$ cat src/rtl/ws2812_rx.sv
// WS2812 single-wire receiver: decodes GRB pixel words from an NZR line by measuring high time.
// Optional WS_RX_PIXCNT_EN macro adds a per-frame pixel counter output.
module ws2812_rx #(
    parameter int THRESH       = 26,
    parameter int MIN_HIGH     = 5,
    parameter int RESET_CYCLES = 2500
) (
    input  logic        clk,
    input  logic        reset,
    input  logic        din,
    output logic [23:0] word,
    output logic        word_valid,
    output logic        frame_end,
    output logic        bit_err
`ifdef WS_RX_PIXCNT_EN
    ,
    output logic [7:0]  pixel_count
`endif
);

    localparam int CW = $clog2(RESET_CYCLES + 1);

    typedef enum logic [1:0] {
        IDLE,
        HIGH,
        LOW,
        STUCK
    } state_t;

    state_t      r_state;
    logic        r_sync1;
    logic        r_sync2;
    logic        r_dly;
    logic [CW-1:0] r_highCnt;
    logic [CW-1:0] r_lowCnt;
    logic [23:0] r_shift;
    logic [23:0] r_wordCap;
    logic [4:0]  r_bitCnt;
    logic        r_validP;
    logic        r_frameP;
    logic        r_errP;

    logic        w_rise;
    logic        w_fall;
    logic        w_bit;
    logic [23:0] w_shiftNext;

    assign w_rise      = r_sync2 & ~r_dly;
    assign w_fall      = ~r_sync2 & r_dly;
    assign w_bit       = (r_highCnt >= CW'(THRESH));
    assign w_shiftNext = {r_shift[22:0], w_bit};

    always_ff @(posedge clk) begin
        if (reset) begin
            r_sync1 <= 1'b0;
            r_sync2 <= 1'b0;
            r_dly   <= 1'b0;
        end else begin
            r_sync1 <= din;
            r_sync2 <= r_sync1;
            r_dly   <= r_sync2;
        end
    end

    // Decode FSM; its pulses land one stage ahead of the output registers.
    always_ff @(posedge clk) begin
        if (reset) begin
            r_state   <= IDLE;
            r_highCnt <= '0;
            r_lowCnt  <= '0;
            r_shift   <= '0;
            r_wordCap <= '0;
            r_bitCnt  <= '0;
            r_validP  <= 1'b0;
            r_frameP  <= 1'b0;
            r_errP    <= 1'b0;
        end else begin
            r_validP <= 1'b0;
            r_frameP <= 1'b0;
            r_errP   <= 1'b0;
            case (r_state)
                IDLE: begin
                    if (w_rise) begin
                        r_state   <= HIGH;
                        r_highCnt <= '0;
                    end
                end
                HIGH: begin
                    if (w_fall) begin
                        r_state  <= LOW;
                        r_lowCnt <= '0;
                        if (r_highCnt < CW'(MIN_HIGH)) begin
                            r_errP <= 1'b1;
                        end else if (r_bitCnt == 5'd23) begin
                            r_wordCap <= w_shiftNext;
                            r_validP  <= 1'b1;
                            r_bitCnt  <= '0;
                            r_shift   <= '0;
                        end else begin
                            r_shift  <= w_shiftNext;
                            r_bitCnt <= r_bitCnt + 5'd1;
                        end
                    end else if (r_highCnt == CW'(RESET_CYCLES)) begin
                        r_state  <= STUCK;
                        r_errP   <= 1'b1;
                        r_bitCnt <= '0;
                        r_shift  <= '0;
                    end else begin
                        r_highCnt <= r_highCnt + CW'(1);
                    end
                end
                LOW: begin
                    if (w_rise) begin
                        r_state   <= HIGH;
                        r_highCnt <= '0;
                    end else if (r_lowCnt == CW'(RESET_CYCLES)) begin
                        r_state  <= IDLE;
                        r_frameP <= 1'b1;
                        r_errP   <= (r_bitCnt != 5'd0);
                        r_bitCnt <= '0;
                        r_shift  <= '0;
                    end else begin
                        r_lowCnt <= r_lowCnt + CW'(1);
                    end
                end
                STUCK: begin
                    if (w_fall) begin
                        r_state <= IDLE;
                    end
                end
                default: r_state <= IDLE;
            endcase
        end
    end

    always_ff @(posedge clk) begin
        if (reset) begin
            word       <= '0;
            word_valid <= 1'b0;
            frame_end  <= 1'b0;
            bit_err    <= 1'b0;
        end else begin
            word       <= r_wordCap;
            word_valid <= r_validP;
            frame_end  <= r_frameP;
            bit_err    <= r_errP;
        end
    end

`ifdef WS_RX_PIXCNT_EN
    logic r_newFrame;

    // The count survives frame_end so it can be read; the next word restarts it at 1.
    always_ff @(posedge clk) begin
        if (reset) begin
            pixel_count <= '0;
            r_newFrame  <= 1'b0;
        end else begin
            if (r_frameP) begin
                r_newFrame <= 1'b1;
            end
            if (r_validP) begin
                if (r_newFrame) begin
                    pixel_count <= 8'd1;
                    r_newFrame  <= 1'b0;
                end else if (pixel_count != 8'd255) begin
                    pixel_count <= pixel_count + 8'd1;
                end
            end
        end
    end
`endif

endmodule

$ cat config.mk
export PLATFORM = sky130hd
export DESIGN_NAME = ws2812_rx
export DESIGN_NICKNAME = d
export VERILOG_FILES = /design/src/rtl/ws2812_rx.sv
export SDC_FILE = /design/constraint.sdc
export NUM_CORES = 1
export LEC_CHECK = 0
export ABC_CLOCK_PERIOD_IN_PS = 2910
export CAP_MARGIN = 20
export CORE_UTILIZATION = 25
export DETAILED_ROUTE_END_ITERATION = 10
export PLACE_DENSITY = 0.48
export SLEW_MARGIN = 20
export SYNTH_ARGS = -nofsm -noshare
export SYNTH_HDL_FRONTEND = slang
export SYNTH_SLANG_ARGS = --single-unit
$ cat constraint.sdc
create_clock -name clk -period 2.91 [get_ports clk]
set_input_delay 0.4365 -clock clk [delete_from_list [all_inputs] [get_ports clk]]
set_output_delay 0.4365 -clock clk [all_outputs]
set_load 0.02 [all_outputs]
==> flow_metrics.env <==
export IMPL_die_x_um=135.0
export IMPL_cts_setup_buffers=0
export IMPL_path_cells="inv_1, ha_1, or2_1, a2111oi_1, o211ai_1, xor2_1, nor2_1"
export IMPL_overflow=0
export IMPL_postCtsResizedCells=0
export IMPL_synth_edff_count=0
export IMPL_wl_per_cell_um=11.94
export IMPL_final_nets=479
export IMPL_cp_slowest_cell="a2111oi_1"
export IMPL_cts_tree="yes"
export IMPL_cp_start_kind="flop"
export IMPL_crit_path_end_kind="flop"
export IMPL_status="complete, no violations"
export IMPL_report_final_slew_viol_count=0
export IMPL_critical_path_buf_inv_count=1
export IMPL_setup_viol=0
export IMPL_p_per_area_nw_per_um2=598.8
export IMPL_drc=0
export IMPL_path_clk_slew_ns=0.07
export IMPL_gp_congestion=0.7781
export IMPL_met3_usage_pct=3.566
export IMPL_met1_usage_pct=12.56
export IMPL_fin_setup_tns_ns=0
export IMPL_hold_depth=1
export IMPL_crit_path_max_incr_delay_ns=0.69
export IMPL_max_cap_violations=0
export IMPL_ys_flop_type="dfxtp_1"
export IMPL_firstDrtPassIters=4
export IMPL_synthDominantCellAreaShare_pct=50.27
export IMPL_antenna_found_initial=0
export IMPL_yosysSeqAreaShare_pct=50.27
export IMPL_syn_area_um2=4420
export IMPL_grt_first_pass_wirelength_mm=14.12
export IMPL_synth_largest_area_cell="dfxtp_1"
export IMPL_slew_headroom_pct=49.77
export IMPL_fmax_ghz=0.4096
export IMPL_design_core_area_um2=17300
export IMPL_antenna_cells=0
export IMPL_arrival_ns=2.70
export IMPL_min_period_ns=2.441
export IMPL_synth_fp_nets=449
export IMPL_h_tree_depth=3
export IMPL_rsz0062_at_grt="no"
export IMPL_p_leak_nw=1.990
export IMPL_clock_path_buffers=2
export IMPL_grt_max_degree=36
export IMPL_finClkSkew_ns=0.007608
export IMPL_dr_total_vias=3139
export IMPL_ios=30
export IMPL_cp_max_fo=15
export IMPL_cts_hold_buf=0
export IMPL_syn_inst=434
export IMPL_worst_ep_required_time_ns=3.17
export IMPL_dieArea_um2=18220
export IMPL_period_share_pct=83.90
export IMPL_first_global_vias=2908
export IMPL_syn_to_final_growth_pct=18.71
export IMPL_dp_hpwl_mm=5.591
export IMPL_finalWirelength_mm=8.277
export IMPL_async_flop_share_pct=0
export IMPL_start_util_pct=25.56
export IMPL_peakVddDrop_uv=296.0
export IMPL_fin_hold_ws_ns=0.4376
export IMPL_synthDistinctLibCells=62
export IMPL_die_height_um=135.0
export IMPL_cp_top_family="compound AO/OA/AOI/OAI gates"
export IMPL_syn_avg_cell_area_um2=10.19
export IMPL_grt_use_met2_pct=14.92
export IMPL_grt_total_usage_pct=9.742
export IMPL_worst_pin_slew_ns=0.7484
export IMPL_grt_busiest_layer="met2"
export IMPL_drt_iter0_drc=138
export IMPL_viasPerCell=4.530
export IMPL_synth_cells_most_frequent="111 x dfxtp_1, 49 x nor2_1, 32 x nor2b_1"
export IMPL_cp_depth=7
export IMPL_hp_class="flop to flop"
export IMPL_yosys_warnings=0
export IMPL_antenna_left=0
export IMPL_cts_sinks=111
export IMPL_hold_viol_final=0
export IMPL_portBuffers=29
export IMPL_crit_type="flop to flop"
export IMPL_post_synth_top_count_cell="dfxtp_1"
export IMPL_clock_latency_ns=0.36
export IMPL_synthTopCellsByArea="dfxtp_1 50%, mux2i_1 6.1%, a22o_1 4.6%, nor2b_1 4.5%, nor2_1 4.2%"
export IMPL_clockRootBuffer="clkbuf_16"
export IMPL_worstRegToRegCells=7
export IMPL_ys_ff_latch=111
export IMPL_rows=48
export IMPL_cts_buffers=9
export IMPL_drive_gt1_share_pct=7.265
## report_power, final
group,total [mW],internal (mW),switching (mW)
combinational,0.356,0.124,0.232
clock,1.24,0.674,0.566
sequential,1.55,1.53,0.0128
## stage by stage
step | setup slack [ns] | util [%] | cell area [µm²] | std cells | power [mW]
finish | 0.4686 | 30.34 | 5248 | 693 | 3.142
global route | 0.2619 | 30.34 | 5248 | 693 | 3.299
CTS | 0.4435 | 30.30 | 5241 | 693 | 3.191
detailed placement | 0.4670 | 28.60 | 4946 | 678 | 1.938
global placement | 0.5165 | 28.60 | 4946 | 678 | 1.928
floorplan | 0.8726 | - | 4420 | 434 | 1.858
## worst reg2reg max path, cell delays in order (launching register included)
cell and delay [ns]:
dfxtp_1 0.36, inv_1 0.10, ha_1 0.40, or2_1 0.34, a2111oi_1 0.69, o211ai_1 0.21, xor2_1 0.18, nor2_1 0.05
## layout make-up
type | count | area, µm²
clock buffer | 10 | 229.0
fill | 1821 | 12050
multi-input combinational | 293 | 2062
timing repair buffer | 36 | 337.8
inverter | 13 | 48.80
tap | 225 | 281.5
clock inverter | 5 | 66.31
sequential | 111 | 2222
## sequential cells by signal, summed over array words and instances (netlist names)
name,cells
r_wordCap,24
word,24
r_shift,23
r_highCnt,12
r_lowCnt,12
r_bitCnt,5
r_state,2
bit_err,1
frame_end,1
r_dly,1
r_errP,1
r_frameP,1
r_sync1,1
r_sync2,1
r_validP,1
word_valid,1
## layer usage
metal  wire, µm  vias up
met1       4140     1495
met5          0        -
met2       3772       38
met3        300        9
li1           -     1597
met4         64        0
## cell usage in the layout, fill, tap and decap left out, drive strengths merged, types with 5 or more instances in the layout
cell           instances
nor2b                 32
mux2i                 27
nor3                   9
nand3                 12
xnor2                  8
o21ai                 11
or3                    9
a21oi                 14
ha                    12
nand4                  6
clkdlybuf4s50         28
inv                   15
a22o                  23
nor2                  49
clkbuf                10
nand2b                 5
buf                    8
dfxtp                111
nand2                 14
## cell families (layout without fill, tap and decap cells)
kind of cell | Yosys count | count (layout) | share of synthesized area (%)
AO/OA/AOI/OAI | 74 | 74 | 12.74
XOR/XNOR | 12 | 12 | 2.378
adder cells (fa/ha/maj) | 12 | 12 | 3.396
buffers and inverters | 30 | 64 | 3.227
flip-flops | 111 | 111 | 50.27
multiplexers | 30 | 30 | 6.878
AND/OR/NAND/NOR | 165 | 165 | 21.12
## path summary, 6_finish.rpt
path / from / end / slack (ns)
hold / removal: r_validP / word_valid / 0.44
hold reg to reg: r_validP / word_valid / 0.44
setup / recovery: r_state[0] / r_highCnt[10] / 0.47
setup reg to reg: r_state[0] / r_highCnt[10] / 0.47
(Power assumes the default switching activity.)
